==> src/rtl/vga_scan_timing.sv <==
`timescale 1ns/1ps
`default_nettype none
// ============================================================================
// Module   : vga_scan_timing
// Brief    : Raster scan counters plus blanked, sync-aligned RGB output stage.
// Revision : 1.0
// ============================================================================
module vga_scan_timing #(
    parameter int H_ACTIVE = 640,
    parameter int H_FP     = 16,
    parameter int H_SYNC   = 96,
    parameter int H_BP     = 48,
    parameter int V_ACTIVE = 480,
    parameter int V_FP     = 10,
    parameter int V_SYNC   = 2,
    parameter int V_BP     = 33,
    parameter int CLK_DIV  = 4
) (
    input  logic       Clk,
    input  logic       Reset,
    input  logic [3:0] Red_In,
    input  logic [3:0] Green_In,
    input  logic [3:0] Blue_In,
    output logic [9:0] DrawX,
    output logic [9:0] DrawY,
    output logic       PixEn,
    output logic       FrameStart,
    output logic       VBlank,
    output logic       HS,
    output logic       VS,
    output logic [3:0] Red,
    output logic [3:0] Green,
    output logic [3:0] Blue
);

    localparam int c_h_total = H_ACTIVE + H_FP + H_SYNC + H_BP;
    localparam int c_v_total = V_ACTIVE + V_FP + V_SYNC + V_BP;
    localparam int c_div_w   = (CLK_DIV > 1) ? $clog2(CLK_DIV) : 1;

    localparam logic [9:0] c_h_last     = 10'(c_h_total - 1);
    localparam logic [9:0] c_v_last     = 10'(c_v_total - 1);
    localparam logic [9:0] c_h_active   = 10'(H_ACTIVE);
    localparam logic [9:0] c_v_active   = 10'(V_ACTIVE);
    localparam logic [9:0] c_hs_start   = 10'(H_ACTIVE + H_FP);
    localparam logic [9:0] c_hs_end     = 10'(H_ACTIVE + H_FP + H_SYNC);
    localparam logic [9:0] c_vs_start   = 10'(V_ACTIVE + V_FP);
    localparam logic [9:0] c_vs_end     = 10'(V_ACTIVE + V_FP + V_SYNC);
    localparam logic [c_div_w-1:0] c_div_last = c_div_w'(CLK_DIV - 1);

    logic [c_div_w-1:0] div_cnt_q, div_cnt_d;
    logic [9:0]         hc_q, hc_d;
    logic [9:0]         vc_q, vc_d;
    logic               hs_q, hs_d;
    logic               vs_q, vs_d;
    logic [3:0]         red_q, red_d;
    logic [3:0]         green_q, green_d;
    logic [3:0]         blue_q, blue_d;

    logic w_pix_en;
    logic w_active;
    logic w_hsync_win;
    logic w_vsync_win;
    logic w_h_wrap;

    // With CLK_DIV == 1 the counter sits at zero, which equals c_div_last,
    // so the strobe is permanently high without a special case.
    assign w_pix_en    = (div_cnt_q == c_div_last);
    assign w_h_wrap    = (hc_q == c_h_last);
    assign w_active    = (hc_q < c_h_active) && (vc_q < c_v_active);
    assign w_hsync_win = (hc_q >= c_hs_start) && (hc_q < c_hs_end);
    assign w_vsync_win = (vc_q >= c_vs_start) && (vc_q < c_vs_end);

    always_comb begin
        div_cnt_d = w_pix_en ? '0 : div_cnt_q + 1'b1;
        hc_d      = hc_q;
        vc_d      = vc_q;
        if (w_pix_en) begin
            if (w_h_wrap) begin
                hc_d = '0;
                vc_d = (vc_q == c_v_last) ? '0 : vc_q + 10'd1;
            end else begin
                hc_d = hc_q + 10'd1;
            end
        end
    end

    // Output stage samples the pixel currently addressed by hc/vc, giving a
    // one-pixel latency that is identical for colour and both syncs.
    always_comb begin
        hs_d    = hs_q;
        vs_d    = vs_q;
        red_d   = red_q;
        green_d = green_q;
        blue_d  = blue_q;
        if (w_pix_en) begin
            hs_d    = ~w_hsync_win;
            vs_d    = ~w_vsync_win;
            red_d   = w_active ? Red_In   : 4'h0;
            green_d = w_active ? Green_In : 4'h0;
            blue_d  = w_active ? Blue_In  : 4'h0;
        end
    end

    always_ff @(posedge Clk or posedge Reset) begin
        if (Reset) begin
            div_cnt_q <= '0;
            hc_q      <= '0;
            vc_q      <= '0;
            hs_q      <= 1'b1;
            vs_q      <= 1'b1;
            red_q     <= '0;
            green_q   <= '0;
            blue_q    <= '0;
        end else begin
            div_cnt_q <= div_cnt_d;
            hc_q      <= hc_d;
            vc_q      <= vc_d;
            hs_q      <= hs_d;
            vs_q      <= vs_d;
            red_q     <= red_d;
            green_q   <= green_d;
            blue_q    <= blue_d;
        end
    end

    assign DrawX      = hc_q;
    assign DrawY      = vc_q;
    assign PixEn      = w_pix_en;
    assign FrameStart = w_pix_en & w_h_wrap & (vc_q == c_v_last);
    assign VBlank     = (vc_q >= c_v_active);
    assign HS         = hs_q;
    assign VS         = vs_q;
    assign Red        = red_q;
    assign Green      = green_q;
    assign Blue       = blue_q;

endmodule
`default_nettype wire
==> config.mk <==
export PLATFORM = sky130hd
export DESIGN_NAME = vga_scan_timing
export DESIGN_NICKNAME = d
export VERILOG_FILES = /design/src/rtl/vga_scan_timing.sv
export SDC_FILE = /design/constraint.sdc
export NUM_CORES = 1
export LEC_CHECK = 0
export BUFFER_PORTS_ARGS = -buffer_cell sky130_fd_sc_hd__buf_2
export CELL_PAD_IN_SITES_DETAIL_PLACEMENT = 1
export CELL_PAD_IN_SITES_GLOBAL_PLACEMENT = 1
export CORE_MARGIN = 1.5
export CORE_UTILIZATION = 34
export CTS_CLUSTER_SIZE = 25
export DETAILED_ROUTE_END_ITERATION = 8
export PLACE_DENSITY_LB_ADDON = 0.12
export SYNTH_ARGS = -nofsm -noshare
export SYNTH_HDL_FRONTEND = slang
export SYNTH_SLANG_ARGS = --single-unit
==> constraint.sdc <==
create_clock -name Clk -period 1.6 [get_ports Clk]
set_input_delay 0.08 -clock Clk [delete_from_list [all_inputs] [get_ports Clk]]
set_output_delay 0.08 -clock Clk [all_outputs]
set_load 0.01 [all_outputs]
=== Yosys cells after proc, flatten, opt, wreduce, memory -nomap -nowiden ===
Cells that the tools add are included.

* Add/sub/neg operators: 3
* $lt $le $gt $ge: 7
* Eq/ne operators: 3
* Multiplexer cells: 6
* Bitwise operators: 4
* Reductions and logical operators: 4

{| class="wikitable"
|+ Operator list
! cell !! number
|-
| $add A10 B1 Y10 const B || 2
|-
| $eq A10 B10 Y1 const B || 2
|-
| $ge A10 B9 Y1 const B || 2
|-
| $lt A10 B10 Y1 const B || 2
|-
| $lt A10 B9 Y1 const B || 2
|-
| $mux W10 || 2
|-
| $mux W4 || 3
|-
| $ge A10 B10 Y1 const B || 1
|-
| $logic_and A1 B1 Y1 || 3
|-
| $add A2 B1 Y2 const B || 1
|-
| $and A1 B1 Y1 || 2
|-
| $eq A2 B2 Y1 const B || 1
|-
| $mux W2 || 1
|-
| $not A1 Y1 || 2
|-
| $reduce_and A2 Y1 || 1
|}

* Register bits after elaboration: 36
* Bits of input ports: 14
* Output and inout port bits: 37
* Logic and storage cells: 35

=== Logic depth before layout (Yosys ltp) ===
Gate-level depths: netlist of the first run.

* Depth in word-level cells: 3
* Gate-level depth with buffers: 6
* Gate-level depth less buffers: 6

=== Worst setup path after synthesis of the first run ===
No wires, ideal clock.

* Kind: flip-flop to flip-flop
* From: reg hc_q[0], in the netlist DrawX[0]
* To: reg vc_q[9], in the netlist DrawY[9]
* Library setup time: 77 ps
* Arrival: 1605 ps
* Required time: 1523 ps
* Path slack: -83 ps
* Cell stages (with the launch flop): 6
* Buffers on the path: 0
* Period minus slack after synthesis: 1683 ps
* Cells stage by stage: dfrtp_1 > ha_1 > and4_4 > nand4_4 > or4_1 > a21oi_1

* Longest elaborated chain between the ends: 2

{| class="wikitable"
|+ RTL lines
! item !! RTL line !! text
|-
| start: declaration || 51 || <nowiki>logic [9:0] hc_q, hc_d;</nowiki>
|-
| start signal: assignment || 107 || <nowiki>hc_q <= '0;</nowiki>
|-
| start signal: assignment || 116 || <nowiki>hc_q <= hc_d;</nowiki>
|-
| $eq A10 B10 Y1 || 68 || <nowiki>assign w_h_wrap = (hc_q == c_h_last);</nowiki>
|-
| $reduce_and A2 Y1 (no source line) || n/a ||
|-
| end signal: assignment || 117 || <nowiki>vc_q <= vc_d;</nowiki>
|-
| end: declaration || 52 || <nowiki>logic [9:0] vc_q, vc_d;</nowiki>
|}

Every way passes these cells.
A chain may end at the register's enable or synchronous reset.

=== Worst setup path in the final report of the first run ===
* From: reg div_cnt_q[0]
* To: reg vc_q[9], in the netlist DrawY[9]

* Longest elaborated chain between the ends: 2

{| class="wikitable"
|+ RTL lines
! item !! RTL line !! text
|-
| start: declaration || 50 || <nowiki>logic [c_div_w-1:0] div_cnt_q, div_cnt_d;</nowiki>
|-
| start signal: assignment || 115 || <nowiki>div_cnt_q <= div_cnt_d;</nowiki>
|-
| $eq A2 B2 Y1 || 67 || <nowiki>assign w_pix_en = (div_cnt_q == c_div_last);</nowiki>
|-
| $reduce_and A2 Y1 (no source line) || n/a ||
|}

Every way passes these cells.

==> impl_metrics.prom, run 1 <==
# TYPE chip_impl_metric gauge
chip_impl_info{name="status",value="finished, violations left"} 1
chip_impl_info{name="post_synth_main_area_contributors",value="sky130_fd_sc_hd__dfrtp_1 50%, sky130_fd_sc_hd__o21ai_0 6.2%, sky130_fd_sc_hd__nand2_1 4.8%, sky130_fd_sc_hd__ha_1 4.4%, sky130_fd_sc_hd__inv_1 3.7%"} 1
chip_impl_metric{name="post_synthesis_sequential_element_count",unit=""} 36
chip_impl_metric{name="layout_min_cycle_time",unit="ns"} 1.65
chip_impl_metric{name="number_of_global_route_vias_before_repair",unit=""} 1610
chip_impl_metric{name="avgSynthCellArea",unit="um2"} 10.0
chip_impl_metric{name="gr-total-overflow",unit=""} 0
chip_impl_metric{name="dieArea",unit="mm2"} 0.00546
chip_impl_metric{name="post-route-period-util",unit="%"} 103
chip_impl_metric{name="crit_path_max_fanout",unit=""} 3
chip_impl_metric{name="place_ws",unit="ns"} -0.0528
chip_impl_metric{name="grt_start_max_net_pins",unit=""} 25
chip_impl_metric{name="worst_case_clock_buffer_depth",unit=""} 2
chip_impl_metric{name="fin_cells",unit=""} 326
chip_impl_metric{name="synth.lib_cells_used.distinct",unit=""} 40
chip_impl_metric{name="wirelength_met1",unit="um"} 2140
chip_impl_info{name="cts.root.buffer_cell",value="sky130_fd_sc_hd__clkbuf_8"} 1
chip_impl_metric{name="hpwlAfterDp",unit="um"} 3530
chip_impl_metric{name="drtPass1Iterations",unit=""} 4
chip_impl_info{name="cts_tree",value="done"} 1
chip_impl_metric{name="fillers",unit=""} 565
chip_impl_metric{name="areaGrowthSynthToFinish",unit="%"} 49.5
chip_impl_metric{name="worst_slew_margin",unit="%"} 64.0
chip_impl_metric{name="syn-cell-area",unit="mm2"} 0.00171
chip_impl_metric{name="worst_hold_slack",unit="ns"} 0.00592
chip_impl_metric{name="power.density_cell_area",unit="mW/mm2"} 674
chip_impl_metric{name="final_max_slew_viol_count",unit=""} 0
chip_impl_metric{name="placed_cells_incl_taps",unit=""} 302
chip_impl_metric{name="number_of_max_cap_violations",unit=""} 0
chip_impl_metric{name="timing.fmax",unit="MHz"} 608
chip_impl_metric{name="initial_utilization",unit="%"} 35.7
chip_impl_metric{name="detail_route.drc_violations",unit=""} 0
chip_impl_metric{name="htree_num_levels",unit=""} 2
chip_impl_metric{name="detail_route.vias_per_cell",unit=""} 4.81
chip_impl_info{name="hp-class",value="input pin to flip-flop"} 1
chip_impl_metric{name="routed_wl",unit="um"} 4940
chip_impl_info{name="highest-signal-layer",value="met4"} 1
chip_impl_metric{name="drt-initial-drc-count",unit=""} 87
chip_impl_metric{name="post_synth_inst_count",unit=""} 170
chip_impl_metric{name="met2WireLength",unit="um"} 2550
chip_impl_info{name="synth.largest_area_cell",value="sky130_fd_sc_hd__dfrtp_1"} 1
chip_impl_metric{name="synth_largest_type_area_fraction",unit="%"} 49.8
chip_impl_metric{name="synthesis.yosys.warnings",unit=""} 0
chip_impl_metric{name="vdd_ir_drop_max",unit="mV"} 0.349
chip_impl_info{name="synth_ff_type",value="sky130_fd_sc_hd__dfrtp_1"} 1
chip_impl_metric{name="die_height",unit="um"} 73.9
chip_impl_metric{name="ratio_of_cells_with_drive_above_1_in_the_final_layout",unit="%"} 45.6
chip_impl_metric{name="antenna_violating_nets_post_route",unit=""} 0
chip_impl_metric{name="grtUsageTotal",unit="%"} 19.4
chip_impl_metric{name="routed-via-count",unit=""} 1568
chip_impl_metric{name="cts.clk_slew.worst_paths",unit="ns"} 0.07
chip_impl_metric{name="setup_violations",unit=""} 3
chip_impl_metric{name="synth_enable_flop_cells",unit=""} 0
chip_impl_metric{name="total_leakage_power",unit="uW"} 0.00127
chip_impl_metric{name="io_buffers",unit=""} 50
chip_impl_metric{name="global_route_wire_length_before_repair",unit="um"} 7900
chip_impl_metric{name="synth.net_count",unit=""} 190
chip_impl_metric{name="worst_pin_slew",unit="ns"} 0.539
chip_impl_metric{name="tritoncts_num_sinks",unit=""} 36
chip_impl_metric{name="critical_path_arrival",unit="ns"} 1.87
chip_impl_metric{name="worst_clock_skew",unit="ns"} 0.00759
chip_impl_metric{name="layout_setup_ws",unit="ns"} -0.0450
chip_impl_metric{name="final_hold_viol_count",unit=""} 0
chip_impl_metric{name="critical_path_required",unit="ns"} 1.82
chip_impl_metric{name="n_antenna_cell",unit=""} 0
chip_impl_metric{name="setup-tns-final",unit="ns"} -0.0826
chip_impl_info{name="timing.setup.critical_path_class",value="flip-flop to flip-flop"} 1
chip_impl_metric{name="clock_insertion_delay_worst_skew",unit="ns"} 0.29
chip_impl_info{name="worst_setup_path_end_kind",value="flip-flop"} 1
chip_impl_metric{name="boundaryPins",unit=""} 51
chip_impl_metric{name="avgRoutedWirePerCell",unit="um"} 15.2
chip_impl_metric{name="regArea",unit="um2"} 905
chip_impl_metric{name="cts_made_buffers",unit=""} 5
chip_impl_info{name="startpoint_type",value="flip-flop"} 1
chip_impl_metric{name="antenna_violations_before_repair",unit=""} 0
chip_impl_metric{name="synth.yosys.seq_area_share",unit="%"} 52.9
chip_impl_metric{name="async_flop_share",unit="%"} 100
chip_impl_metric{name="die_width",unit="um"} 73.9
chip_impl_metric{name="dr_wl_met3",unit="um"} 182
chip_impl_metric{name="finalPower",unit="uW"} 1720
chip_impl_info{name="grt_setup_unrepaired",value="true"} 1
chip_impl_metric{name="finalWeightedCongestion",unit=""} 0.835
chip_impl_metric{name="finalNetCount",unit=""} 279
chip_impl_metric{name="core",unit="mm2"} 0.00479
chip_impl_metric{name="rows",unit=""} 25
chip_impl_metric{name="multi_input_area",unit="um2"} 840
chip_impl_info{name="failed_checks",value="setup timing"} 1
-- logic make-up (layout without fill, tap and decap cells) --
family / after synthesis / after routing / synth area share [%]
AOI/OAI and AO/OA: 29 / 29 / 9.38
xor gates and xnor gates: 11 / 11 / 5.64
adders and majority gates: 6 / 6 / 4.40
buffers and inverters: 21 / 110 / 4.69
DFF: 36 / 36 / 52.9
muxes: 2 / 2 / 1.25
and+or+nand+nor: 65 / 65 / 21.8
-- state kept, by name (all words and copies together) (netlist names) --
name,flops
div_cnt_q,2
DrawX,10
HS,1
VS,1
Red,4
DrawY,10
Green,4
Blue,4
-- cell type report --
| cell class | instances | area share [%] |
|---|---|---|
| timing repair buffer | 86 | 22.1 |
| clock buffer | 7 | 3.77 |
| tap | 67 | 3.28 |
| sequential | 36 | 35.4 |
| inverter | 17 | 2.50 |
| multi-input combinational | 113 | 32.9 |
-- per-layer routing --
layer | up-vias | track usage, %
li1 | 753 | -
met5 | - | 0
met3 | 8 | 4.66
met4 | 0 | 5.56
met2 | 38 | 33.2
met1 | 769 | 24.4
-- synth_stat cells, types with 2 or more instances --
cell type	instances
sky130_fd_sc_hd__inv_1	17
sky130_fd_sc_hd__o21ai_0	21
sky130_fd_sc_hd__a22o_1	2
sky130_fd_sc_hd__o31ai_1	2
sky130_fd_sc_hd__nand2b_1	3
sky130_fd_sc_hd__nand3_1	5
sky130_fd_sc_hd__xor2_1	6
sky130_fd_sc_hd__ha_1	6
sky130_fd_sc_hd__nand4_1	3
sky130_fd_sc_hd__nor2_1	9
sky130_fd_sc_hd__nand2_1	22
sky130_fd_sc_hd__dfstp_2	2
sky130_fd_sc_hd__xnor2_1	5
sky130_fd_sc_hd__dfrtp_1	34
sky130_fd_sc_hd__nor3_1	4
sky130_fd_sc_hd__and3_1	2
sky130_fd_sc_hd__a21oi_1	3
sky130_fd_sc_hd__clkbuf_1	2
-- path summary, 6_finish.rpt --
path                              startpoint           end  slack (ns)  depth (start not counted)
worst min-delay path             Green_In[1]      Green[1]       0.006                          3
worst max register to register  div_cnt_q[0]      DrawY[9]       -0.05                          6
worst max-delay path            div_cnt_q[0]      DrawY[9]       -0.05                          6
min in group asynchronous              Reset       Blue[2]        0.37                          3
max in group asynchronous              Reset            HS        0.63                          4
worst min register to register  div_cnt_q[1]  div_cnt_q[1]        0.50                          1
-- stage by stage --
step                util [%]  area [um2]
global placement        45.6        2180
CTS                     50.6        2420
global route            53.4        2550
floorplan                  -        1710
finish                  53.4        2550
detailed placement      45.6        2180
-- where the power goes --
| group | switching, uW | internal (uW) | total (uW) |
|---|---|---|---|
| combinational | 46.0 | 41.0 | 87.0 |
| sequential | 7.40 | 925 | 933 |
| clock | 319 | 384 | 702 |
| total | 372 | 1350 | 1720 |
-- critical path, cell delays in order, from the launching register on --
cell and delay (ns):
sky130_fd_sc_hd__dfrtp_1 0.37, sky130_fd_sc_hd__ha_2 0.20, sky130_fd_sc_hd__and4_4 0.23, sky130_fd_sc_hd__buf_6 0.12, sky130_fd_sc_hd__nand4_4 0.10, sky130_fd_sc_hd__or4_4 0.43
sky130_fd_sc_hd__a21oi_2 0.13
-- layout by cell type, fill, tap and decap left out, types with 3 or more instances in the layout --
cell	netlist	routed
sky130_fd_sc_hd__dfrtp_1	34	33
sky130_fd_sc_hd__nand4_1	3	3
sky130_fd_sc_hd__clkbuf_8	0	7
sky130_fd_sc_hd__nand3_1	5	5
sky130_fd_sc_hd__inv_1	17	15
sky130_fd_sc_hd__nand2_1	22	22
sky130_fd_sc_hd__buf_4	0	26
sky130_fd_sc_hd__xor2_1	6	6
sky130_fd_sc_hd__buf_2	1	49
sky130_fd_sc_hd__dlygate4sd3_1	0	6
sky130_fd_sc_hd__nor2_1	9	7
sky130_fd_sc_hd__buf_6	0	4
sky130_fd_sc_hd__ha_1	6	3
sky130_fd_sc_hd__o21ai_0	21	19
sky130_fd_sc_hd__nand2b_1	3	3
sky130_fd_sc_hd__xnor2_1	5	5
-- timing repair --
| item | 4_1_cts | 5_1_grt |
|---|---|---|
| buffers inserted | 4 | 8 |
| hold endpoints to repair | 17 | 0 |
| setup endpoints to repair | 16 | 28 |
| pin swaps | 5 | 12 |
| gates resized for setup | 13 | 20 |
| hold buffers | 6 | 0 |
| cloned | 0 | 0 |
Note: power is estimated with default switching activity, not from simulation.
==> inputs of run 2 (changes only) <==
--- a/config.mk
+++ b/config.mk
@@ -13,6 +13,7 @@
 export CTS_CLUSTER_SIZE = 25
 export DETAILED_ROUTE_END_ITERATION = 8
 export PLACE_DENSITY_LB_ADDON = 0.12
+export RECOVER_POWER = 25
 export SYNTH_ARGS = -nofsm -noshare
 export SYNTH_HDL_FRONTEND = slang
 export SYNTH_SLANG_ARGS = --single-unit
==> run 2 against run 1 <==
  * The run still ends with setup timing left
  * Cell area down 0.59%
  * Final cell count unchanged
  * Utilization is 0.31 points lower
  * Register-to-register slack hardly changed
  * Combinational power down 4.7%
  * Worst setup slack worse by 0.00065 ns
  * Non-clock buffer count is the same
  * Clock skew hardly changed
  * Via count about the same
  * First-iteration DRC count stayed put
  * Sequential cell count unchanged
  * Die area did not move
  * Largest power group unchanged
==> impl_metrics.prom, run 2 (synthesis gave the netlist of run 1 again) <==
# TYPE chip_impl_metric gauge
chip_impl_info{name="status",value="finished, violations left"} 1
chip_impl_info{name="failed_checks",value="setup timing"} 1
chip_impl_metric{name="worst_clock_skew",unit="ns"} 0.00759
chip_impl_metric{name="antenna_violating_nets_post_route",unit=""} 0
chip_impl_metric{name="cts_made_buffers",unit=""} 5
chip_impl_metric{name="critical_path_required",unit="ns"} 1.82
chip_impl_metric{name="routed-via-count",unit=""} 1569
chip_impl_metric{name="hpwlAfterDp",unit="um"} 3530
chip_impl_metric{name="initial_utilization",unit="%"} 35.7
chip_impl_metric{name="worst_hold_slack",unit="ns"} 0.00593
chip_impl_metric{name="vdd_ir_drop_max",unit="mV"} 0.349
chip_impl_metric{name="comb_power_share",unit="%"} 4.8
chip_impl_metric{name="regArea",unit="um2"} 905
chip_impl_metric{name="layout_setup_ws",unit="ns"} -0.0457
chip_impl_metric{name="post-route-util",unit="%"} 53.0
chip_impl_metric{name="drt-initial-drc-count",unit=""} 87
chip_impl_metric{name="worst_slew_margin",unit="%"} 63.8
chip_impl_metric{name="grt_start_max_net_pins",unit=""} 25
chip_impl_info{name="startpoint_type",value="flip-flop"} 1
chip_impl_metric{name="fillers",unit=""} 571
chip_impl_info{name="worst_hold_startpoint",value="Green_In[1]"} 1
chip_impl_metric{name="layout_min_cycle_time",unit="ns"} 1.65
chip_impl_metric{name="final_max_slew_viol_count",unit=""} 0
chip_impl_metric{name="antenna_violations_before_repair",unit=""} 0
chip_impl_metric{name="clock_insertion_delay_worst_skew",unit="ns"} 0.29
chip_impl_info{name="cts_tree",value="done"} 1
chip_impl_metric{name="number_of_max_cap_violations",unit=""} 0
chip_impl_metric{name="avgRoutedWirePerCell",unit="um"} 15.2
chip_impl_metric{name="core",unit="mm2"} 0.00479
chip_impl_metric{name="finalWeightedCongestion",unit=""} 0.835
chip_impl_metric{name="power.switching",unit="uW"} 374
chip_impl_metric{name="areaGrowthSynthToFinish",unit="%"} 48.6
chip_impl_metric{name="die_width",unit="um"} 73.9
chip_impl_metric{name="grtUsageTotal",unit="%"} 19.4
chip_impl_info{name="hp-class",value="input pin to flip-flop"} 1
chip_impl_metric{name="htree_num_levels",unit=""} 2
chip_impl_info{name="final_common_cell",value="sky130_fd_sc_hd__buf_2"} 1
chip_impl_metric{name="reg2reg_slack",unit="ns"} -0.05
chip_impl_info{name="cts.root.buffer_cell",value="sky130_fd_sc_hd__clkbuf_8"} 1
chip_impl_metric{name="detail_route.vias_per_cell",unit=""} 4.81
chip_impl_metric{name="setup_violations",unit=""} 3
chip_impl_metric{name="dieArea",unit="mm2"} 0.00546
chip_impl_metric{name="worst_case_clock_buffer_depth",unit=""} 2
chip_impl_metric{name="setup-tns-final",unit="ns"} -0.0841
chip_impl_metric{name="fin_cells",unit=""} 326
chip_impl_metric{name="finalNetCount",unit=""} 279
chip_impl_metric{name="tritoncts_num_sinks",unit=""} 36
chip_impl_metric{name="number_of_global_route_vias_before_repair",unit=""} 1610
chip_impl_metric{name="seqPwrFrac",unit="%"} 54.3
chip_impl_info{name="worst_setup_path_end_kind",value="flip-flop"} 1
chip_impl_info{name="crit_path_top_delay_cell",value="sky130_fd_sc_hd__or4_4"} 1
chip_impl_metric{name="timing.critical_path.slowest_cell_delay",unit="ns"} 0.43
chip_impl_metric{name="timing.fmax",unit="MHz"} 608
chip_impl_metric{name="power_frac_clock",unit="%"} 40.9
chip_impl_info{name="timing.setup.critical_path_class",value="flip-flop to flip-flop"} 1
chip_impl_metric{name="die_height",unit="um"} 73.9
chip_impl_metric{name="global_route_wire_length_before_repair",unit="um"} 7900
chip_impl_metric{name="detail_route.drc_violations",unit=""} 0
chip_impl_metric{name="critical_path_arrival",unit="ns"} 1.87
chip_impl_metric{name="routed_wl",unit="um"} 4960
chip_impl_metric{name="place_area",unit="mm2"} 0.00218
chip_impl_metric{name="swShare",unit="%"} 21.7
chip_impl_metric{name="post-route-period-util",unit="%"} 103
chip_impl_metric{name="boundaryPins",unit=""} 51
chip_impl_info{name="crit_start",value="div_cnt_q[0]"} 1
chip_impl_metric{name="postLayoutCellArea",unit="mm2"} 0.00254
chip_impl_metric{name="placed_cells_incl_taps",unit=""} 302
chip_impl_metric{name="power.density_cell_area",unit="mW/mm2"} 677
chip_impl_metric{name="cts.clk_slew.worst_paths",unit="ns"} 0.07
chip_impl_metric{name="worst_pin_slew",unit="ns"} 0.542
chip_impl_metric{name="n_antenna_cell",unit=""} 0
chip_impl_metric{name="rows",unit=""} 25
chip_impl_metric{name="ratio_of_cells_with_drive_above_1_in_the_final_layout",unit="%"} 40.9
chip_impl_metric{name="total_leakage_power",unit="uW"} 0.00124
chip_impl_info{name="highest_count_cells_in_the_layout_ignoring_fill_and_taps",value="37 x sky130_fd_sc_hd__buf_2, 33 x sky130_fd_sc_hd__dfrtp_1, 26 x sky130_fd_sc_hd__buf_4"} 1
chip_impl_info{name="grt_setup_unrepaired",value="true"} 1
chip_impl_metric{name="internal_power",unit="uW"} 1350
chip_impl_metric{name="final_hold_viol_count",unit=""} 0
chip_impl_metric{name="drtPass1Iterations",unit=""} 4
chip_impl_metric{name="io_buffers",unit=""} 50
chip_impl_metric{name="multi_input_area",unit="um2"} 840
chip_impl_metric{name="gr-total-overflow",unit=""} 0
chip_impl_info{name="cp_cell_sequence",value="ha_2, and4_4, buf_6, nand4_4, or4_4, a21oi_2"} 1
chip_impl_info{name="worst_r2r_startpoint",value="div_cnt_q[0]"} 1
chip_impl_metric{name="crit_path_max_fanout",unit=""} 3
[run 2: power groups by stage]
stage / Sequential, uW / Combinational (uW) / Clock (uW)
final: 933 / 82.9 / 703
after global routing: 934 / 94.4 / 758
after detailed placement: 950 / 77.3 / 0
after floorplan: 958 / 23.2 / 0
after CTS: 933 / 89.0 / 719
after global placement: 949 / 74.5 / 0
[run 2: metrics by stage]
stage               total power [uW]  worst slack, ns
floorplan                        981          0.00270
global placement                1020           0.0376
detailed placement              1030          -0.0528
CTS                             1740          -0.0835
global route                    1790           -0.126
finish                          1720          -0.0457
[run 2: layout make-up]
type / instances / area share [%]
flip-flops and latches: 36 / 35.6
multi-input cells: 113 / 33.1
repair buffers: 86 / 21.7
clock buffers: 7 / 3.79
well taps: 67 / 3.30
inverters: 17 / 2.51
[run 2: final timing paths]
check	endpoint	cells after the start
setup / recovery	DrawY[9]	6
hold / removal	Green[1]	3
setup reg to reg	DrawY[9]	6
hold reg to reg	div_cnt_q[1]	1
max in group asynchronous	HS	4
min in group asynchronous	Blue[2]	3
[run 2: timing repair]
action	4_1_cts	5_1_grt
pin swaps	5	12
setup endpoints to repair	16	28
endpoints found under the hold margin	17	0
buffers inserted	4	8
hold buffers	6	0
resized for setup	13	20
[run 2: metal layers]
layer,GRT usage [%],part of all wire [%]
met1,24.4,43
met2,33.2,51
met3,4.66,3.9
met4,5.56,1.3
met5,0,0
[run 2: worst max-delay path, delay by kind of cell (launching register included)]
kind	cells	cell delay, ns
buffers and inverters	1	0.12
AO/OA/AOI/OAI	1	0.13
flip-flops	1	0.37
AND/OR/NAND/NOR	3	0.76
adder cells (fa/ha/maj)	1	0.20
